**src/rtl/tff_pkg.sv**
```systemverilog
// tff_pkg: shared direction constants and parameter legality check for the T flip-flop counter library.
package tff_pkg;
    localparam logic TFF_DIR_DOWN = 1'b0;
    localparam logic TFF_DIR_UP   = 1'b1;

    function automatic bit tff_width_t(input int width, input longint unsigned modulus,
                                       input longint unsigned rst_val);
        return width >= 2 && width <= 32 && modulus >= 64'd2 &&
               modulus <= (64'd1 << width) && rst_val < modulus;
    endfunction
endpackage

```
**src/rtl/tff_cell.sv**
```systemverilog
// tff_cell: single T flip-flop stage with asynchronous active-low reset to a per-bit value.
module tff_cell (
    input  logic clk,
    input  logic rstn,
    input  logic t,
    input  logic rst_val,
    output logic q
);
    always_ff @(posedge clk or negedge rstn)
        if (!rstn) q <= rst_val;
        else if (t) q <= ~q;
endmodule

```
**src/rtl/tff_counter.sv**
```systemverilog
// tff_counter: up/down modulo counter built from T stages with load, clamp, tc and wrap pulse.
// Define TFF_CNT_SAT_EN to saturate at the boundaries instead of wrapping.
module tff_counter
    import tff_pkg::*;
#(
    parameter int                WIDTH   = 8,
    parameter longint unsigned   MODULUS = 64'd1 << WIDTH,
    parameter logic [WIDTH-1:0]  RST_VAL = '0
) (
    input  logic             clk,
    input  logic             rstn,
    input  logic             en,
    input  logic             up,
    input  logic             load,
    input  logic [WIDTH-1:0] load_val,
    output logic [WIDTH-1:0] q,
    output logic             tc,
    output logic             wrapped
);
    localparam logic [WIDTH-1:0] MAX = WIDTH'(MODULUS - 64'd1);

    if (!tff_width_t(WIDTH, MODULUS, 64'(RST_VAL))) begin : g_bad
        $error("tff_counter: illegal WIDTH/MODULUS/RST_VAL");
    end

    logic [WIDTH-1:0] inc_t, dec_t, term_t, load_c, t;
    logic             wrap_d;

    assign inc_t[0] = 1'b1;
    assign dec_t[0] = 1'b1;
    for (genvar i = 1; i < WIDTH; i++) begin : g_t
        assign inc_t[i] = &q[i-1:0];
        assign dec_t[i] = ~|q[i-1:0];
    end

    assign load_c = load_val > MAX ? MAX : load_val;
    assign tc     = en & ~load & ((up == TFF_DIR_UP) ? q == MAX : q == '0);

`ifdef TFF_CNT_SAT_EN
    assign term_t = '0;
    assign wrap_d = 1'b0;
`else
    // Jump straight to the wrap target so non-power-of-two moduli work.
    assign term_t = q ^ ((up == TFF_DIR_UP) ? '0 : MAX);
    assign wrap_d = tc;
`endif

    assign t = load ? q ^ load_c :
               en   ? (tc ? term_t : (up == TFF_DIR_UP) ? inc_t : dec_t) : '0;

    for (genvar i = 0; i < WIDTH; i++) begin : g_cell
        tff_cell u_cell (
            .clk    (clk),
            .rstn   (rstn),
            .t      (t[i]),
            .rst_val(RST_VAL[i]),
            .q      (q[i])
        );
    end

    always_ff @(posedge clk or negedge rstn)
        if (!rstn) wrapped <= 1'b0;
        else wrapped <= wrap_d;
endmodule
```
**config.mk**
```make
export PLATFORM = sky130hd
export DESIGN_NAME = tff_counter
export DESIGN_NICKNAME = d
export VERILOG_FILES = /design/src/rtl/tff_pkg.sv /design/src/rtl/tff_cell.sv /design/src/rtl/tff_counter.sv
export SDC_FILE = /design/constraint.sdc
export NUM_CORES = 1
export LEC_CHECK = 0
export ABC_AREA = 1
export CORE_UTILIZATION = 44
export DETAILED_ROUTE_END_ITERATION = 8
export PLACE_DENSITY_LB_ADDON = 0.25
export SYNTH_ARGS = -nofsm -noshare
export SYNTH_HDL_FRONTEND = slang
export SYNTH_SLANG_ARGS = --single-unit
```
**constraint.sdc**
```tcl
create_clock -name clk -period 1.2 [get_ports clk]
set_input_delay 0.12 -clock clk [delete_from_list [all_inputs] [get_ports clk]]
set_output_delay 0.12 -clock clk [all_outputs]
set_load 0.02 [all_outputs]
```
* Yosys cells after proc, flatten, opt, wreduce, memory -nomap -nowiden
Cells that the tools add are included.
** Word-level totals
- Register bits after elaboration :: 9
- Latch bits :: 0
- RAM bits :: 0
- Bits in read-only memories :: 0
- Input port bits :: 13
- Logic and storage cells :: 51
- Memories kept :: 0
** Operators by class
- Add/subtract/negate cells :: 0
- $mul :: 0
- Div/mod/pow operators :: 0
- Order comparisons :: 1
- Eq/ne operators :: 1
- Shift-type cells :: 0
- Multiplexer cells :: 7
- Bitwise logic cells :: 13
- Reductions and logical operators :: 20
** Operators by type and width (count)
- 2-to-1 mux 8 bit :: 6
- bitwise XOR 8 bit :: 2
- NOT 1 bit :: 9
- equality test 8 bit, second input constant :: 1
- > comparator 8 bit, second input constant :: 1
- zero test 8 bit :: 1
- zero test 1 bit :: 7
- AND reduction 7 bit :: 1
- OR reduction 7 bit :: 1
- AND reduction 6 bit :: 1
- OR reduction 6 bit :: 1
- AND reduction 5 bit :: 1
- OR reduction 5 bit :: 1
- AND reduction 4 bit :: 1
- OR reduction 4 bit :: 1
- AND reduction 3 bit :: 1
- OR reduction 3 bit :: 1
- AND 1 bit :: 2
- AND reduction 2 bit :: 1
- OR reduction 2 bit :: 1
- 2-to-1 mux 1 bit :: 1

* Logic depth before layout (Yosys ltp)
- Word-level depth :: 6
- Gate-level depth with buffers :: 8

* Least setup slack after synthesis
No wires, ideal clock.
- Path type :: flip-flop to flip-flop
- Start :: register g_cell[0].u_cell.q
- End :: register wrapped
- Arrival :: 1.041 ns
- Required time :: 1.077 ns
- Slack :: 0.035 ns
- Cell stages (with the launch flop) :: 5
- Clock period less this slack :: 1.165 ns
- Cell sequence :: dfrtp_1 -> nand2_2 -> nor3_1 -> nand2_1 -> a21oi_2
** Between the ends
- Longest elaborated chain between the ends :: 3
- Elaborated cells between the ends (all ways) :: 4
- Those cells by class :: 1 x eq/ne; 1 x mux; 1 x bitwise; 1 x reduce/logical
** Ends and longest elaborated chain
- start: declaration :: line tff_cell.sv:7 : output logic q
- start signal: assignment :: line tff_cell.sv:10 : if (!rstn) q <= rst_val;
- start signal: assignment :: line tff_cell.sv:11 : else if (t) q <= ~q;
- equality test 8 bit or zero test 8 bit (tied branches) :: line tff_counter.sv:37 : assign tc = en & ~load & ((up == TFF_DIR_UP) ? q == MAX : q == '0);
- 2-to-1 mux 1 bit * :: line tff_counter.sv:37
- AND 1 bit * :: line tff_counter.sv:37
- via tc :: line tff_counter.sv:17 : output logic tc,
- end signal: assignment :: line tff_counter.sv:63 : else wrapped <= wrap_d;
- end: declaration :: line tff_counter.sv:18 : output logic wrapped
Mark *: on every way through the listed nets, which the timed path passes. The rest lies on a longest branch.
A chain may end at the register's enable or synchronous reset.

* Worst setup path in the final report
- Start :: input port up
- End :: output port tc
** Between the ends
- Longest elaborated chain between the ends :: 2
** Ends and longest elaborated chain
- start: declaration :: line tff_counter.sv:13 : input logic up,
- 2-to-1 mux 1 bit :: line tff_counter.sv:37
- AND 1 bit :: line tff_counter.sv:37
- end: declaration :: line tff_counter.sv:17
No other way between the ends.

==> impl_metrics.json <==
{
  "tightest_slew_ns": 0.4149,
  "cp-end-kind": "output port",
  "crit_required_ns": 1.08,
  "start_util": 0.4701,
  "drcViolationCount": 0,
  "synth_most_common_cell": "nand2_1",
  "path_max_fanout": 3,
  "grt_pass1_wl_um": 2835,
  "path_clk_slew_ns": 0.06,
  "p_switching_w": 0.0003909,
  "violations": "setup timing",
  "dp_hpwl_um": 1300,
  "syn-num-nets": 116,
  "ys.flop_type": "dfrtp_1",
  "rows": 14,
  "clkPwrFrac": 0.215,
  "p_leak_nw": 0.5272,
  "relSlewSlack": 0.7226,
  "async_flop_share": 1.000,
  "fp.coreArea_mm2": 0.001506,
  "drv_cap": 0,
  "final_hold_viol_count": 0,
  "finalSetupViolations": 3,
  "synth_top_family_by_area": "simple AND/OR/NAND/NOR gates",
  "p_per_area_mw_per_mm2": 1035,
  "yosysWarnings": 0,
  "period_needed_ns": 1.438,
  "grt.overflow.total": 0,
  "grt_use_total": 0.2084,
  "clk_root_buffer_cell": "clkbuf_4",
  "route.final.wire_length_um": 1852,
  "clock_latency_ns": 0.26,
  "finalClockSkew_ns": 0.001112,
  "cts_tree": "built",
  "synthMuxAreaShare": 0,
  "avgSynthCellArea_um2": 6.876,
  "area_delta_synth_final_pct": 50.53,
  "fp.dieH_um": 42.12,
  "design.die.area_mm2": 0.001774,
  "antenna_found_initial": 0,
  "crit_path_start_kind": "primary input",
  "cts-htree-levels": 1,
  "vdd_ir_drop_max_mv": 0.6364,
  "worstPathArrival_ns": 1.32,
  "synth_edf_count": 0,
  "syn_area_um2": 708.2,
  "netSwitchingFraction": 0.3541,
  "grt_pass1_vias": 719,
  "die_w_um": 42.12,
  "yosysUniqueCellTypes": 22,
  "synth-compound-area-share": 0.1555,
  "synth_simple_gate_area_frac": 0.3445,
  "pwr-share-seq": 0.340,
  "synth_area_leader_cell": "dfrtp_1",
  "cts.sinks": 9,
  "drtAntennaViolNets": 0,
  "dp_cells": 149,
  "cts_hold_buf": 0,
  "grt_setup_unrepaired": "yes",
  "grt_max_degree": 14,
  "ys_top_cells_by_count": "nand2_1, nor2_1, dfrtp_1, buf_4",
  "vias": 796,
  "place.gp.congestion": 0.8497,
  "ioPinCount": 23,
  "firstDrtPassIters": 4,
  "final_cells": 156,
  "synth_top_cell_area_share": 0.3180,
  "cts.path.max_buffers": 2,
  "initialDrtViolationCount": 11,
  "fin_ws_ns": -0.2383,
  "wire_per_inst_um": 11.87,
  "outcome": "finished, violations left",
  "netlist_instances": 103,
  "seq_area_frac_synth": 0.3180,
  "synth-xor-area-share": 0.01237,
  "min_path_type": "in -> async",
  "fin_nets": 154,
  "port_buffers": 22,
  "cts_buffers": 3,
  "clock.fmax_mhz": 695.2,
  "drive_above_1_share": 0.3786,
  "pwr-share-comb": 0.445,
  "fin_tns_setup_ns": -0.2867,
  "detail_route.vias_per_cell": 5.103,
  "crit_type": "in -> out",
  "synth_fa_ha_area_frac": 0,
  "ys_ff_latch": 9,
  "power.internal_w": 0.0007129,
  "fin_crit_sh": 1.199,
  "slew_violations": 0,
  "synth.area.top_cells": "dfrtp_1, nand2_1, buf_4, nor2_1, a21oi_1",
  "antennaDiodeCount": 0
}
[worst paths after layout]
check,start,to,slack [ns],depth (start not counted)
max in group asynchronous,rstn,g_cell[2].u_cell.q,0.76,1
min in group clk,en,wrapped,0.47,3
min reg2reg,g_cell[7].u_cell.q,wrapped,0.60,3
max reg2reg,g_cell[4].u_cell.q,g_cell[5].u_cell.q,-0.05,8
min,rstn,wrapped,0.15,1
max,up,tc,-0.24,7
[state kept, by name, summed over array words and instances, names as in the netlist]
register and cells:
g_cell.u_cell.q 8, wrapped 1
[final cells by class]
type | instances | area, um^2
clock buffer | 4 | 26.28
fill | 123 | 440.4
inverter | 10 | 37.54
multi-input combinational | 74 | 391.6
sequential | 9 | 225.2
tap | 16 | 20.02
timing repair buffer | 43 | 365.4
[per-stage QoR]
stage	setup WS (ns)	cell area, um^2	utilization	total power (W)	hold slack, ns
finish	-0.2383	1066	0.7076	0.001104	0.1548
global route	-0.3606	1066	0.7076	0.001166	0.1859
CTS	-0.2357	1030	0.6836	0.001058	0.1697
detailed placement	-0.6493	1001	0.6645	0.0008326	0.4486
global placement	-0.6125	1001	0.6645	0.0008211	0.4517
floorplan	0.03529	708.2	-	0.0006370	-0.1756
[per-layer routing]
metal	up-vias	share of wire	track usage
met2	32	0.47	0.3563
met5	-	0	0
met3	5	0.070	0.03017
met4	0	0.019	0.1000
met1	355	0.44	0.2561
li1	404	-	-
[worst max-delay path, stage by stage]
cell,delay (ns)
clkdlybuf4s50_1,0.49
inv_2,0.12
nand2_2,0.07
nor2_2,0.10
nand4_1,0.10
a21oi_2,0.17
buf_4,0.16
[power groups by stage]
stage                     Clock (W)  Sequential (W)  Combinational, W
final                      0.000237        0.000376          0.000491
after detailed placement          0        0.000376          0.000456
after floorplan                   0        0.000377          0.000260
after CTS                  0.000240        0.000373          0.000445
after global placement            0        0.000374          0.000447
after global routing       0.000253        0.000381          0.000532
[cell families after synthesis]
family / after synthesis
xor+xnor: 1
buf+inv: 20
simple gates: 54
compound gates: 19
flops: 9
[cells in the final DEF (no fill, tap or decap), types with 2 or more instances in the layout]
cell type        instances
buf_2                    3
nand2_2                  5
buf_6                    5
nand2_1                 22
nand4_1                  3
buf_4                   19
clkdlybuf4s50_1         12
dlygate4sd2_1            3
o211ai_1                 2
a21oi_1                  6
inv_2                    5
nand3_1                  5
a21oi_2                  2
clkbuf_4                 3
o21ai_1                  7
inv_1                    5
dfrtp_1                  9
nor2_2                   4
nor2_1                  10
[timing repair]
item	4_1_cts	5_1_grt
pin swaps	0	4
gates resized for setup	26	25
endpoints found under the setup margin	13	15
gates cloned	0	0
buffers inserted	0	4
Power figures use the tool's default switching activity.
